<file path="config.mk">
export PLATFORM = sky130hd
export DESIGN_NAME = vliw_hazard_unit
export DESIGN_NICKNAME = d
export VERILOG_FILES = /design/src/rtl/vliw_hazard_pkg.sv /design/src/rtl/vliw_hazard_unit_reg_scoreboard.sv /design/src/rtl/vliw_hazard_unit.sv
export SDC_FILE = /design/constraint.sdc
export NUM_CORES = 1
export LEC_CHECK = 0
export CORE_MARGIN = 2
export CORE_UTILIZATION = 54
export CTS_BUF_LIST = sky130_fd_sc_hd__clkbuf_4 sky130_fd_sc_hd__clkbuf_8
export CTS_CLUSTER_DIAMETER = 60
export CTS_CLUSTER_SIZE = 40
export DETAILED_ROUTE_END_ITERATION = 7
export PLACE_DENSITY = 0.8
export SLEW_MARGIN = 20
export SYNTH_ARGS = -nofsm -noshare
export SYNTH_HDL_FRONTEND = slang
export SYNTH_HIERARCHICAL = 1
export SYNTH_SLANG_ARGS = --single-unit
</file>
<file path="constraint.sdc">
create_clock -name clk -period 4.6 [get_ports clk]
set_clock_uncertainty 0.1 [all_clocks]
set_input_delay 0.69 -clock clk [delete_from_list [all_inputs] [get_ports clk]]
set_output_delay 0.69 -clock clk [all_outputs]
set_load 0.02 [all_outputs]
</file>
<file path="src/rtl/vliw_hazard_pkg.sv">
// Shared constants and helpers for the VLIW hazard unit and its register scoreboard.
package vliw_hazard_pkg;

  localparam int NREG_DEF     = 32;
  localparam int REG_IDX_W    = $clog2(NREG_DEF);
  localparam int ALU_LAT_DEF  = 1;
  localparam int LOAD_LAT_DEF = 2;
  localparam int EX_SLACK_DEF = 1;

  // Counter width: wide enough to hold the longest writer latency.
  function automatic int calc_cw(input int alu_lat, input int load_lat);
    int max_lat;
    max_lat = (alu_lat > load_lat) ? alu_lat : load_lat;
    return $clog2(max_lat + 1);
  endfunction

endpackage

</file>
<file path="src/rtl/vliw_hazard_unit_reg_scoreboard.sv">
// Per-register countdown scoreboard: issuing writers load a latency, everything else
// counts down to zero. Register 0 never holds a pending write.
module reg_scoreboard
  import vliw_hazard_pkg::*;
#(
  parameter int LANES    = 2,
  parameter int NREG     = NREG_DEF,
  parameter int RW       = $clog2(NREG),
  parameter int ALU_LAT  = ALU_LAT_DEF,
  parameter int LOAD_LAT = LOAD_LAT_DEF,
  parameter int CW       = calc_cw(ALU_LAT, LOAD_LAT)
) (
  input  logic                clk,
  input  logic                reset,
  input  logic                issue,
  input  logic [LANES*RW-1:0] rd,
  input  logic [LANES-1:0]    regwrite,
  input  logic [LANES-1:0]    memread,
  input  logic [LANES*RW-1:0] rs1,
  input  logic [LANES*RW-1:0] rs2,
  output logic [LANES*CW-1:0] rs1_cnt,
  output logic [LANES*CW-1:0] rs2_cnt
);

  logic [CW-1:0] cnt_q [NREG];
  logic [CW-1:0] cnt_d [NREG];

  // NOTE: every always_comb output gets a default before any condition, so no latch is inferred.
  always_comb begin
    for (int r = 0; r < NREG; r++) begin
      cnt_d[r] = (cnt_q[r] == '0) ? '0 : cnt_q[r] - CW'(1);
      // Ascending lane order lets the highest-index writer of a register win.
      for (int l = 0; l < LANES; l++) begin
        if (issue && regwrite[l] && (rd[l*RW +: RW] == RW'(r))) begin
          cnt_d[r] = memread[l] ? CW'(LOAD_LAT) : CW'(ALU_LAT);
        end
      end
    end
    cnt_d[0] = '0;
  end

  // NOTE: the counter array is reset because stale counts would stall the pipe after reset;
  // state uses non-blocking assignments, combinational logic uses blocking ones.
  always_ff @(posedge clk) begin
    if (reset) begin
      for (int r = 0; r < NREG; r++) cnt_q[r] <= '0;
    end else begin
      for (int r = 0; r < NREG; r++) cnt_q[r] <= cnt_d[r];
    end
  end

  always_comb begin
    rs1_cnt = '0;
    rs2_cnt = '0;
    for (int l = 0; l < LANES; l++) begin
      rs1_cnt[l*CW +: CW] = cnt_q[rs1[l*RW +: RW]];
      rs2_cnt[l*CW +: CW] = cnt_q[rs2[l*RW +: RW]];
    end
  end

endmodule

</file>
<file path="src/rtl/vliw_hazard_unit.sv">
// Decode-stage hazard unit: scoreboard-based stall/bubble generation, branch/jump
// redirect and a saturating stall-cycle counter.
module vliw_hazard_unit
  import vliw_hazard_pkg::*;
#(
  parameter int LANES    = 2,
  parameter int NREG     = NREG_DEF,
  parameter int RW       = $clog2(NREG),
  parameter int ALU_LAT  = ALU_LAT_DEF,
  parameter int LOAD_LAT = LOAD_LAT_DEF,
  parameter int EX_SLACK = EX_SLACK_DEF,
  parameter int CW       = calc_cw(ALU_LAT, LOAD_LAT)
) (
  input  logic                clk,
  input  logic                reset,
  input  logic                id_valid,
  input  logic                kill,
  input  logic [LANES*RW-1:0] id_rs1,
  input  logic [LANES*RW-1:0] id_rs2,
  input  logic [LANES*RW-1:0] id_rd,
  input  logic [LANES-1:0]    id_use_rs1,
  input  logic [LANES-1:0]    id_use_rs2,
  input  logic [LANES-1:0]    id_regwrite,
  input  logic [LANES-1:0]    id_memread,
  input  logic                id_branch,
  input  logic                id_jump,
  input  logic                br_taken,
  output logic                pc_write,
  output logic                ifid_write,
  output logic                ctrl_flush,
  output logic                branch_pc_src,
  output logic                jump_pc_src,
  output logic                ifid_flush,
  output logic [31:0]         stall_cycles
);

  logic [LANES*CW-1:0] rs1_cnt;
  logic [LANES*CW-1:0] rs2_cnt;
  logic                hazard;
  logic                stall;
  logic                issue;
  logic [31:0]         stall_cycles_q;
  logic [31:0]         stall_cycles_d;

  reg_scoreboard #(
    .LANES    (LANES),
    .NREG     (NREG),
    .RW       (RW),
    .ALU_LAT  (ALU_LAT),
    .LOAD_LAT (LOAD_LAT),
    .CW       (CW)
  ) u_scoreboard (
    .clk      (clk),
    .reset    (reset),
    .issue    (issue),
    .rd       (id_rd),
    .regwrite (id_regwrite),
    .memread  (id_memread),
    .rs1      (id_rs1),
    .rs2      (id_rs2),
    .rs1_cnt  (rs1_cnt),
    .rs2_cnt  (rs2_cnt)
  );

  // Branch operands are compared in ID without forwarding, so any pending write blocks them.
  function automatic logic src_hazard(input logic use_src, input logic [RW-1:0] idx,
                                      input logic [CW-1:0] cnt, input logic in_id);
    if (!use_src || idx == '0) return 1'b0;
    if (in_id) return cnt != '0;
    return int'(cnt) > EX_SLACK;
  endfunction

  always_comb begin
    hazard = 1'b0;
    for (int l = 0; l < LANES; l++) begin
      if (src_hazard(id_use_rs1[l], id_rs1[l*RW +: RW], rs1_cnt[l*CW +: CW], (l == 0) && id_branch) ||
          src_hazard(id_use_rs2[l], id_rs2[l*RW +: RW], rs2_cnt[l*CW +: CW], (l == 0) && id_branch)) begin
        hazard = 1'b1;
      end
    end
  end

  always_comb begin
    stall         = id_valid && !kill && hazard;
    issue         = id_valid && !kill && !stall && !reset;
    pc_write      = !stall;
    ifid_write    = !stall;
    ctrl_flush    = stall;
    branch_pc_src = issue && id_branch && br_taken;
    jump_pc_src   = issue && id_jump && !branch_pc_src;
    ifid_flush    = branch_pc_src || jump_pc_src;
  end

  always_comb begin
    stall_cycles_d = stall_cycles_q;
    if (stall && (stall_cycles_q != 32'hFFFF_FFFF)) stall_cycles_d = stall_cycles_q + 32'd1;
  end

  always_ff @(posedge clk) begin
    if (reset) stall_cycles_q <= '0;
    else       stall_cycles_q <= stall_cycles_d;
  end

  assign stall_cycles = stall_cycles_q;

endmodule

</file>
==> impl_metrics.tcl <==
set metrics [dict create \
    status "finished clean" \
    path_class "in -> out" \
    clk_pin_slew_ns 0.10 \
    dieArea_um2 14170 \
    avgSynthCellArea_um2 8.869 \
    hold_viol_final 0 \
    cts.hold.buffers_added 0 \
    grt_pass1_vias 7326 \
    cts_buffer_depth 2 \
    antenna_found_initial 0 \
    syn_area_um2 7148 \
    diodes 0 \
    critPathLaunchType "input pin" \
    wire_per_inst_um 23.76 \
    ios 83 \
    syn2layout_area_growth_pct 20.53 \
    min_period_ns 4.554 \
    fin_cells 1053 \
    cp_max_fo 6 \
    dp_hpwl_mm 17.57 \
    nNetsFinal 918 \
    worstMarginPinSlew_ns 1.116 \
    grt_max_degree 105 \
    holdWs_ns 0.4271 \
    hold_path.class "reg -> reg" \
    wirelength_mm 25.02 \
    arrival_ns 3.76 \
    tns_ns 0 \
    rows 42 \
    via_count 7770 \
    grt_first_pass_wirelength_mm 39.01 \
    path_delay_family "multiplexers" \
    dp.cells 1030 \
    crit_required_ns 3.81 \
    synth_cells 806 \
    start_util_pct 54.63 \
    clock_sinks 94 \
    tritoncts "yes" \
    grt_usage_pct 34.83 \
    ant_nets 0 \
    vias_per_cell 7.379 \
    syn_nets 852 \
    worstSkewPairLatency_ns 0.39 \
    final_common_cell "dfxtp_1" \
    coreArea_um2 13090 \
    htreeDepth 3 \
    post-route-util_pct 65.84 \
    r2r_slack_ns 0.63 \
    drc 0 \
    final_cell_mix "94 x dfxtp_1, 71 x clkdlybuf4s50_1, 56 x nand2_1, 48 x mux4_2, 46 x nor3_1" \
    path_cells "clkdlybuf4s50_1 > buf_6 > mux2_2 > a22o_1 > mux4_2 > mux2_4 > a21oi_2 > a211oi_2 > nor4_2 > nand2_1 > buf_4 > nor2_1 > clkbuf_2" \
    cellPowerDensity_nw_per_um2 203.3 \
    yosys_warnings 6 \
    drive_gt1_share_pct 18.13 \
    overflow 0 \
    cts-root-buf "clkbuf_8" \
    relSlewSlack_pct 25.59 \
    place.gp.congestion 0.9863 \
    die_h_um 119.1 \
    vdd_drop_max_uv 131.7 \
    first_iter_violations 1370 \
    finalSetupViolations 0 \
    min_period_over_period_pct 99.00 \
    first_pass_iters 6 \
    cp-end-kind "output pin" \
    slew_viol_final 0 \
    portBuffers 82 \
    crit_buf_inv 4 \
    slowest_stage "clkdlybuf4s50_1" \
    cts_buffers 9 \
    max_clock_freq_mhz 219.6 \
    maxCapViolations 0 \
    slowest_delay_ns 0.49 \
    dieWidth_um 119.1 \
    p_leak_nw 2.829 \
    p_total_mw 1.752 \
]
layout make-up:
type	instances	area [um2]
Multi-Input combinational cell	616	4858
Timing Repair Buffer	137	1351
Clock buffer	11	145.1
Clock inverter	5	106.4
Fill cell	1052	4469
Sequential cell	94	1882
Inverter	14	52.55
Tap cell	176	220.2
stage by stage:
stage / worst slack (ns) / instance area, um2
global placement: -0.3319 / 8259
finish: 0.04595 / 8616
global route: -0.07327 / 8616
CTS: 0.002200 / 8591
detailed placement: -0.4771 / 8259
floorplan: 0.03006 / 7156
timing repair:
item,in CTS,in global routing
endpoints found under the setup margin,6,21
buffers inserted,2,2
cloned,2,0
resized for setup,22,8
pin swaps,2,1
worst reg2reg max path: cells and delay by family, from the launching register on:
| kind | cells | cell delay [ns] |
|---|---|---|
| AO/OA/AOI/OAI | 4 | 0.66 |
| buffers and inverters | 3 | 0.49 |
| flip-flops | 1 | 0.44 |
| AND/OR/NAND/NOR | 4 | 0.91 |
| multiplexers | 3 | 1.29 |
final timing paths:
kind,start,to,depth (start not counted)
worst max register to register,u_scoreboard/cnt_q[22][1],u_scoreboard/cnt_q[24][0],14
worst min-delay path,stall_cycles[10],stall_cycles[10],2
worst max-delay path,id_rs1[1],branch_pc_src,13
worst min register to register,stall_cycles[10],stall_cycles[10],2
where the power goes:
part / total [mW] / internal [mW] / switching, mW
combinational: 0.237 / 0.0998 / 0.137
clock: 0.699 / 0.383 / 0.316
sequential: 0.817 / 0.814 / 0.00235
total: 1.75 / 1.30 / 0.455
flip-flops by register name, indices dropped and copies added (netlist names):
register / count
stall_cycles: 32
u_scoreboard/cnt_q: 62
metal layers:
| metal | global-route usage (%) | vias up | wire (um) |
|---|---|---|---|
| li1 | - | 3333 | - |
| met1 | 46.34 | 3720 | 9373 |
| met2 | 54.02 | 611 | 11270 |
| met3 | 9.291 | 106 | 3427 |
| met4 | 13.91 | 0 | 955 |
| met5 | 0 | - | 0 |
Note: power is estimated with default switching activity, not from simulation.
